==> src/rtl/addsub_result_accumulator_if.sv <==
// Handshake bundle between the add/sub result stream, the block accumulator and its consumer.
// The master drives samples, clear and out_ready; the slave is the accumulator.
interface addsub_result_accumulator_if #(
    parameter int IN_W  = 5,
    parameter int ACC_W = 8
);
    logic                    clear;
    logic                    in_valid;
    logic                    in_ready;
    logic signed [IN_W-1:0]  in_data;
    logic                    out_valid;
    logic                    out_ready;
    logic signed [ACC_W-1:0] out_data;
    logic                    out_sat;

    modport master (
        output clear, in_valid, in_data, out_ready,
        input  in_ready, out_valid, out_data, out_sat
    );

    modport slave (
        input  clear, in_valid, in_data, out_ready,
        output in_ready, out_valid, out_data, out_sat
    );
endinterface

==> src/rtl/addsub_result_accumulator.sv <==
// Sums COUNT signed add/sub results into a saturating accumulator and holds the block sum
// (with a sticky saturation flag) until the downstream consumer takes it.
module addsub_result_accumulator #(
    parameter int IN_W  = 5,
    parameter int ACC_W = 8,
    parameter int COUNT = 4
) (
    input  logic clk,
    input  logic rst,
    addsub_result_accumulator_if.slave bus
);
    localparam int CNT_W = $clog2(COUNT + 1);
    localparam logic [CNT_W-1:0] COUNT_C = CNT_W'(COUNT);
    localparam logic [CNT_W-1:0] CNT_ONE = CNT_W'(1);

    localparam logic [1:0] S_IDLE  = 2'd0;
    localparam logic [1:0] S_ACCUM = 2'd1;
    localparam logic [1:0] S_DONE  = 2'd2;

    localparam logic signed [ACC_W-1:0] ACC_MAX = {1'b0, {(ACC_W-1){1'b1}}};
    localparam logic signed [ACC_W-1:0] ACC_MIN = {1'b1, {(ACC_W-1){1'b0}}};

    logic [1:0]              state_reg, state_next;
    logic signed [ACC_W-1:0] acc_reg, acc_next;
    logic [CNT_W-1:0]        cnt_reg, cnt_next;
    logic                    sat_reg, sat_next;

    logic             accept;
    logic [ACC_W:0]   in_ext;
    logic [ACC_W:0]   sum_wide;
    logic             sum_ovf;
    logic [ACC_W-1:0] sum_clamped;
    logic [CNT_W-1:0] cnt_inc;

    // Sign-extend the incoming result one bit past the accumulator so the add cannot wrap.
    for (genvar gi = 0; gi <= ACC_W; gi++) begin : g_sext
        if (gi < IN_W) begin : g_data
            assign in_ext[gi] = bus.in_data[gi];
        end else begin : g_sign
            assign in_ext[gi] = bus.in_data[IN_W-1];
        end
    end

    assign accept      = bus.in_valid && bus.in_ready;
    assign sum_wide    = {acc_reg[ACC_W-1], acc_reg} + in_ext;
    assign sum_ovf     = sum_wide[ACC_W] ^ sum_wide[ACC_W-1];
    assign sum_clamped = sum_ovf ? (sum_wide[ACC_W] ? ACC_MIN : ACC_MAX) : sum_wide[ACC_W-1:0];
    assign cnt_inc     = cnt_reg + CNT_ONE;

    always_comb begin
        state_next = state_reg;
        acc_next   = acc_reg;
        cnt_next   = cnt_reg;
        sat_next   = sat_reg;
        if (bus.clear) begin
            // Abort wins over any same-cycle input or output transfer.
            state_next = S_IDLE;
            acc_next   = '0;
            cnt_next   = '0;
            sat_next   = 1'b0;
        end else begin
            case (state_reg)
                S_IDLE: begin
                    if (accept) begin
                        acc_next   = in_ext[ACC_W-1:0];
                        cnt_next   = CNT_ONE;
                        sat_next   = 1'b0;
                        state_next = (COUNT == 1) ? S_DONE : S_ACCUM;
                    end
                end
                S_ACCUM: begin
                    if (accept) begin
                        acc_next = sum_clamped;
                        cnt_next = cnt_inc;
                        sat_next = sat_reg | sum_ovf;
                        if (cnt_inc == COUNT_C) begin
                            state_next = S_DONE;
                        end
                    end
                end
                S_DONE: begin
                    if (bus.out_ready) begin
                        state_next = S_IDLE;
                        acc_next   = '0;
                        cnt_next   = '0;
                    end
                end
                default: begin
                    state_next = S_IDLE;
                    acc_next   = '0;
                    cnt_next   = '0;
                    sat_next   = 1'b0;
                end
            endcase
        end
    end

    always_ff @(posedge clk or posedge rst) begin
        if (rst) begin
            state_reg <= S_IDLE;
            acc_reg   <= '0;
            cnt_reg   <= '0;
            sat_reg   <= 1'b0;
        end else begin
            state_reg <= state_next;
            acc_reg   <= acc_next;
            cnt_reg   <= cnt_next;
            sat_reg   <= sat_next;
        end
    end

    // Outputs come straight from state, so they hold steady under back-pressure.
    assign bus.in_ready  = (state_reg != S_DONE);
    assign bus.out_valid = (state_reg == S_DONE);
    assign bus.out_data  = (state_reg == S_DONE) ? acc_reg : '0;
    assign bus.out_sat   = (state_reg == S_DONE) && sat_reg;
endmodule
==> src/flat_wrapper.sv <==
// flat-port wrapper written by rule: the top's interface ports become plain ports
module addsub_result_accumulator_flat 
#(
    parameter int IN_W  = 5,
    parameter int ACC_W = 8,
    parameter int COUNT = 4
)
  (clk, rst, bus_clear, bus_in_valid, bus_in_data, bus_out_ready, bus_in_ready, bus_out_valid, bus_out_data, bus_out_sat);
  addsub_result_accumulator_if #(.IN_W(IN_W), .ACC_W(ACC_W)) bus_i ();
  input  logic clk;
  input  logic rst;
  input wire logic [$bits(bus_i.clear)-1:0] bus_clear;
  input wire logic [$bits(bus_i.in_valid)-1:0] bus_in_valid;
  input wire logic [$bits(bus_i.in_data)-1:0] bus_in_data;
  input wire logic [$bits(bus_i.out_ready)-1:0] bus_out_ready;
  output wire logic [$bits(bus_i.in_ready)-1:0] bus_in_ready;
  output wire logic [$bits(bus_i.out_valid)-1:0] bus_out_valid;
  output wire logic [$bits(bus_i.out_data)-1:0] bus_out_data;
  output wire logic [$bits(bus_i.out_sat)-1:0] bus_out_sat;
  assign bus_i.clear = bus_clear;
  assign bus_i.in_valid = bus_in_valid;
  assign bus_i.in_data = bus_in_data;
  assign bus_i.out_ready = bus_out_ready;
  assign bus_in_ready = bus_i.in_ready;
  assign bus_out_valid = bus_i.out_valid;
  assign bus_out_data = bus_i.out_data;
  assign bus_out_sat = bus_i.out_sat;
  addsub_result_accumulator #(.IN_W(IN_W), .ACC_W(ACC_W), .COUNT(COUNT)) u_core (.clk(clk), .rst(rst), .bus(bus_i));
endmodule
==> config.mk <==
export PLATFORM = sky130hd
export DESIGN_NAME = addsub_result_accumulator_flat
export DESIGN_NICKNAME = d
export VERILOG_FILES = /design/src/rtl/addsub_result_accumulator_if.sv /design/src/rtl/addsub_result_accumulator.sv /design/src/flat_wrapper.sv
export SDC_FILE = /design/constraint.sdc
export NUM_CORES = 1
export LEC_CHECK = 0
export ABC_AREA = 0
export CAP_MARGIN = 20
export CORE_MARGIN = 1
export CORE_UTILIZATION = 30
export DETAILED_ROUTE_END_ITERATION = 10
export GPL_TIMING_DRIVEN = 0
export PLACE_DENSITY = 0.53
export SKIP_LAST_GASP = 1
export SYNTH_ARGS = -nofsm -noshare
export SYNTH_HDL_FRONTEND = slang
export SYNTH_SLANG_ARGS = --single-unit
==> constraint.sdc <==
create_clock -name clk -period 1.9 [get_ports clk]
set_input_delay 0.38 -clock clk [delete_from_list [all_inputs] [get_ports clk]]
set_output_delay 0.38 -clock clk [all_outputs]
set_load 0.005 [all_outputs]
[Word-level counts from Yosys, hierarchy flattened]
Cells that the tools add are included.
Cells by class
  add/sub/neg operators: 2
  eq/ne operators: 9
  mux-type cells: 23
  bitwise logic cells: 2
  reductions and logical operators: 6
Operators with widths (number)
  8-bit two-way mux: 7
  8-bit case mux with 3 select lines: 1
  3-bit two-way mux: 4
  2-bit two-way mux: 5
  8-bit by 5-bit adder with 9-bit output: 1
  3-bit by 2-bit != test with 1-bit output, second input constant: 3
  3-bit case mux with 3 select lines: 1
  2-bit case mux with 3 select lines: 1
  3-bit AND reduction: 2
  2-bit != test, second input constant: 2
  4-bit AND reduction: 1
  3-bit by 1-bit adder with 3-bit output, second input constant: 1
  3-bit == test, second input constant: 1
  1-bit two-way mux: 3
  3-bit != test, second input constant: 1
  1-bit case mux with 3 select lines: 1
  2-bit by 1-bit == test with 1-bit output, second input constant: 1
  2-bit == test, second input constant: 1
  1-bit logical AND: 2
  2-bit logical NOT: 1
  1-bit bitwise OR: 1
  1-bit bitwise XOR: 1
Word-level totals
  register bits: 14
  input bits: 10
  word-level logic and storage cells: 46

[Logic depth before layout (Yosys ltp)]
  depth after elaboration: 6
  gate-level depth with buffers: 7

[Worst setup path after synthesis]
No wires, ideal clock.
  path type: input to register
  from: in bus_in_data[4]
  to: reg u_core.acc_reg[5]
  setup time: 0.140 ns
  arrival: 1.904 ns
  required time: 1.760 ns
  path slack: -0.144 ns
  cell stages on the path: 7
  path through: ha_1 buf_2 a21o_1 a2111oi_1 a22oi_2 o21ai_2 o2111ai_1
Between the ends
  cells in the longest elaborated chain, start to end: 6
RTL lines
  start, declared: line flat_wrapper.sv:14  | input wire logic [$bits(bus_i.in_data)-1:0] bus_in_data;
  8-bit by 5-bit adder with 9-bit output: line addsub_result_accumulator.sv:45  | assign sum_wide = {acc_reg[ACC_W-1], acc_reg} + in_ext;
  8-bit two-way mux / 1-bit bitwise XOR (equally long branches): line addsub_result_accumulator.sv:47, addsub_result_accumulator.sv:46
  8-bit two-way mux: line addsub_result_accumulator.sv:47  | assign sum_clamped = sum_ovf ? (sum_wide[ACC_W] ? ACC_MIN : ACC_MAX) : sum_wide[ACC_W-1:0];
  8-bit two-way mux: line addsub_result_accumulator.sv:72  | if (accept) begin
  8-bit case mux with 3 select lines *: line addsub_result_accumulator.sv:62  | case (state_reg)
  8-bit two-way mux *: line addsub_result_accumulator.sv:55  | if (bus.clear) begin
  end signal, assigned: line addsub_result_accumulator.sv:106  | acc_reg <= acc_next;
  end, declared: line addsub_result_accumulator.sv:24  | logic signed [ACC_W-1:0] acc_reg, acc_next;
Mark *: on every way between the ends. The rest lies on a longest branch, timed or not. The select of a mux whose other input is x is not followed.
A chain may end at the register's enable or synchronous reset.

[Final worst setup path]
  from: in bus_in_data[1]
  to: reg u_core.acc_reg[4]
Between the ends
  cells in the longest elaborated chain, start to end: 6
RTL lines (line)
  8-bit by 5-bit adder with 9-bit output *: addsub_result_accumulator.sv:45
  8-bit two-way mux / 1-bit bitwise XOR (equally long branches): addsub_result_accumulator.sv:47, addsub_result_accumulator.sv:46
  8-bit two-way mux *: addsub_result_accumulator.sv:47
  8-bit two-way mux *: addsub_result_accumulator.sv:72
  8-bit case mux with 3 select lines *: addsub_result_accumulator.sv:62
  8-bit two-way mux *: addsub_result_accumulator.sv:55
Marked as above.

==> flow_metrics.env <==
export IMPL_final_cell_mix="17 x buf_4, 12 x nand2_1, 12 x dfrtp_1"
export IMPL_clock_fmax_ghz=0.509
export IMPL_detail_route_antenna_nets=0
export IMPL_pwr_share_seq_pct=33.2
export IMPL_cts_hold_buf=0
export IMPL_p_switching_mw=0.370
export IMPL_num_vias=1072
export IMPL_die_w_um=63.5
export IMPL_largest_register_ffs=8
export IMPL_final_max_slew_viol_count=0
export IMPL_die_height_um=63.5
export IMPL_cp_data_arrival_time_ns=2.13
export IMPL_drtIter0Drc=15
export IMPL_synth_nets=142
export IMPL_maxCapViolCount=0
export IMPL_ctsHtreeMaxLevel=1
export IMPL_multi_input_area_um2=951
export IMPL_areaGrowthSynthToFinish_pct=56.0
export IMPL_start_util_pct=32.7
export IMPL_place_gp_congestion=0.754
export IMPL_clk_path_buf_depth=2
export IMPL_ir_worst_vdd_v=0.000478
export IMPL_grt_pass1_wl_mm=5.29
export IMPL_path_clk_slew_ns=0.06
export IMPL_end_kind="register"
export IMPL_worstPathRequired_ns=2.06
export IMPL_fin_skew_ns=0.00582
export IMPL_synth_area_leader_cell="dfrtp_1"
export IMPL_num_rows=21
export IMPL_rsz0062_at_grt="true"
export IMPL_yosys_warnings=0
export IMPL_io_pins=21
export IMPL_total_power_mw=1.08
export IMPL_layout_drive_gt1_share_pct=31.5
export IMPL_setup_viol_count_final=7
export IMPL_insertedDiodeCount=0
export IMPL_synth_edff_count=0
export IMPL_powerDensity_mw_per_mm2=612
export IMPL_coreArea_mm2=0.00347
export IMPL_firstDrtPassIters=4
export IMPL_p_int_mw=0.712
export IMPL_async_flop_share_pct=100
export IMPL_crit_path_max_fanout=7
export IMPL_syn_area_mm2=0.00113
export IMPL_synth_top_area_share_pct=30.9
export IMPL_placed_cells=187
export IMPL_postSynthCellCount=121
export IMPL_hold_viol_final=0
export IMPL_gr_total_overflow=0
export IMPL_num_fill_cells=335
export IMPL_drt_wl_total_mm=2.98
export IMPL_start_kind="input port"
export IMPL_final_min_clock_period_ns=1.97
export IMPL_clk_latency_ns=0.25
export IMPL_min_path_type="in -> async"
export IMPL_synth_seq_cells=14
export IMPL_wl_per_cell_um=14.3
export IMPL_grt_usage_pct=16.6
export IMPL_layout_commonest_cell="buf_4"
export IMPL_criticalPathCategory="in -> reg"
export IMPL_grt_antenna_before_repair=0
export IMPL_tns_ns=-0.330
export IMPL_cts_root_buf="clkbuf_8"
export IMPL_seq_area_um2=353
export IMPL_leakage_nw=0.849
export IMPL_utilization_pct=51.0
export IMPL_ys_seq_area_share_pct=30.9
export IMPL_netlist_top_cells_area="dfrtp_1 31%, ha_1 11%, and2_1 5.5%"
export IMPL_cts_buffers=3
export IMPL_drc=0
export IMPL_tightestPinTransition_ns=0.559
export IMPL_die_area_mm2=0.00403
export IMPL_grt_max_degree=15
export IMPL_power_frac_comb_pct=44.2
export IMPL_cts_tree="yes"
export IMPL_violations="negative setup slack"
export IMPL_maxSlewHeadroom_pct=62.7
export IMPL_fin_hold_ws_ns=0.483
export IMPL_dpl_hpwl_mm=2.10
export IMPL_grt_pass1_vias=1090
export IMPL_swShare_pct=34.2
export IMPL_status="finished, violations left"
export IMPL_portBuffers=20
export IMPL_layout_setup_ws_ns=-0.0653
export IMPL_yosysUniqueCellTypes=39
export IMPL_nets=185
export IMPL_clockPowerShare_pct=22.7
export IMPL_cts_sink_count=14
export IMPL_vias_per_cell=5.15
export IMPL_finalCritPeriodShare_pct=103
export IMPL_synth_ff_type="dfrtp_1"
export IMPL_layout_cells_non_filler=208
export IMPL_syn_area_per_cell_um2=9.37
## cells in the mapped netlist (2+ instances only)
master	number
nand4_1	2
nor2b_1	2
ha_1	10
buf_2	2
a21o_1	7
o2111ai_1	3
nand3_1	2
nand3_2	2
xnor2_1	3
o21ai_1	2
nand2_1	12
dfrtp_1	14
and2_1	10
nor3b_1	2
a21oi_1	3
o211ai_1	5
nor2_1	2
xor2_1	4
inv_1	6
o21ai_0	5
a22oi_1	4
o22a_1	2
## path summary, 6_finish.rpt
| check | startpoint | end | slack [ns] | cells after the start |
|---|---|---|---|---|
| worst min register to register | u_core.cnt_reg[2] | u_core.cnt_reg[2] | 0.51 | 1 |
| worst max register to register | u_core.acc_reg[2] | u_core.acc_reg[4] | -0.06 | 7 |
| min in group clk | u_core.cnt_reg[2] | u_core.cnt_reg[2] | 0.51 | 1 |
| max in group asynchronous | rst | u_core.acc_reg[1] | 1.01 | 2 |
| worst max-delay path | bus_in_data[1] | u_core.acc_reg[4] | -0.07 | 8 |
| worst min-delay path | rst | u_core.state_reg[0] | 0.48 | 2 |
## layout make-up
type                    instances  area share (%)
well taps                      46            3.26
clock buffers                   3            2.34
plain buffers                   1           0.283
multi-input cells              99            53.8
inverters                       6            1.42
repair buffers                 38            18.5
repair inverters                1           0.425
flip-flops and latches         14            20.0
## metal layers
metal / global-route usage [%] / part of all wire (%) / up-vias
li1: - / - / 539
met1: 23.8 / 50 / 515
met2: 26.1 / 46 / 18
met3: 4.17 / 3.8 / 0
met4: 0.852 / 0 / 0
met5: 0 / 0 / -
## kinds of logic after synthesis
logic type	count (synthesis)	share of synthesized area [%]
flops	14	30.9
fa+ha+maj	11	12.8
compound gates	40	27.0
simple gates	41	21.0
xor+xnor	7	5.41
buf+inv	8	2.87
## per-stage QoR
step,instance area [um2],setup slack [ns]
2_1_floorplan,1200,0.00249
3_3_place_gp,1460,-0.895
3_5_place_dp,1460,-0.939
4_1_cts,1700,-0.0621
5_1_grt,1770,-0.129
6_report,1770,-0.0653
## critical path: stages
cell,delay (ns)
dlygate4sd2_1,0.31
ha_4,0.31
a211oi_4,0.07
or3_4,0.38
a211oi_4,0.22
buf_6,0.16
o21ai_4,0.09
o2111ai_1,0.22
## timing repair
action,CTS,global route
cloned,1,0
gates resized for setup,39,7
setup endpoints to repair,19,13
pin swaps,9,4
setup buffers,14,7
hold endpoints to repair,0,0
## power groups by stage
stage	Clock (mW)	Combinational, mW	Sequential (mW)
2_1_floorplan	0	0.265	0.354
3_3_place_gp	0	0.339	0.362
3_5_place_dp	0	0.345	0.362
4_1_cts	0.247	0.445	0.360
5_1_grt	0.263	0.521	0.364
6_report	0.246	0.478	0.359
Power figures use the tool's default switching activity.
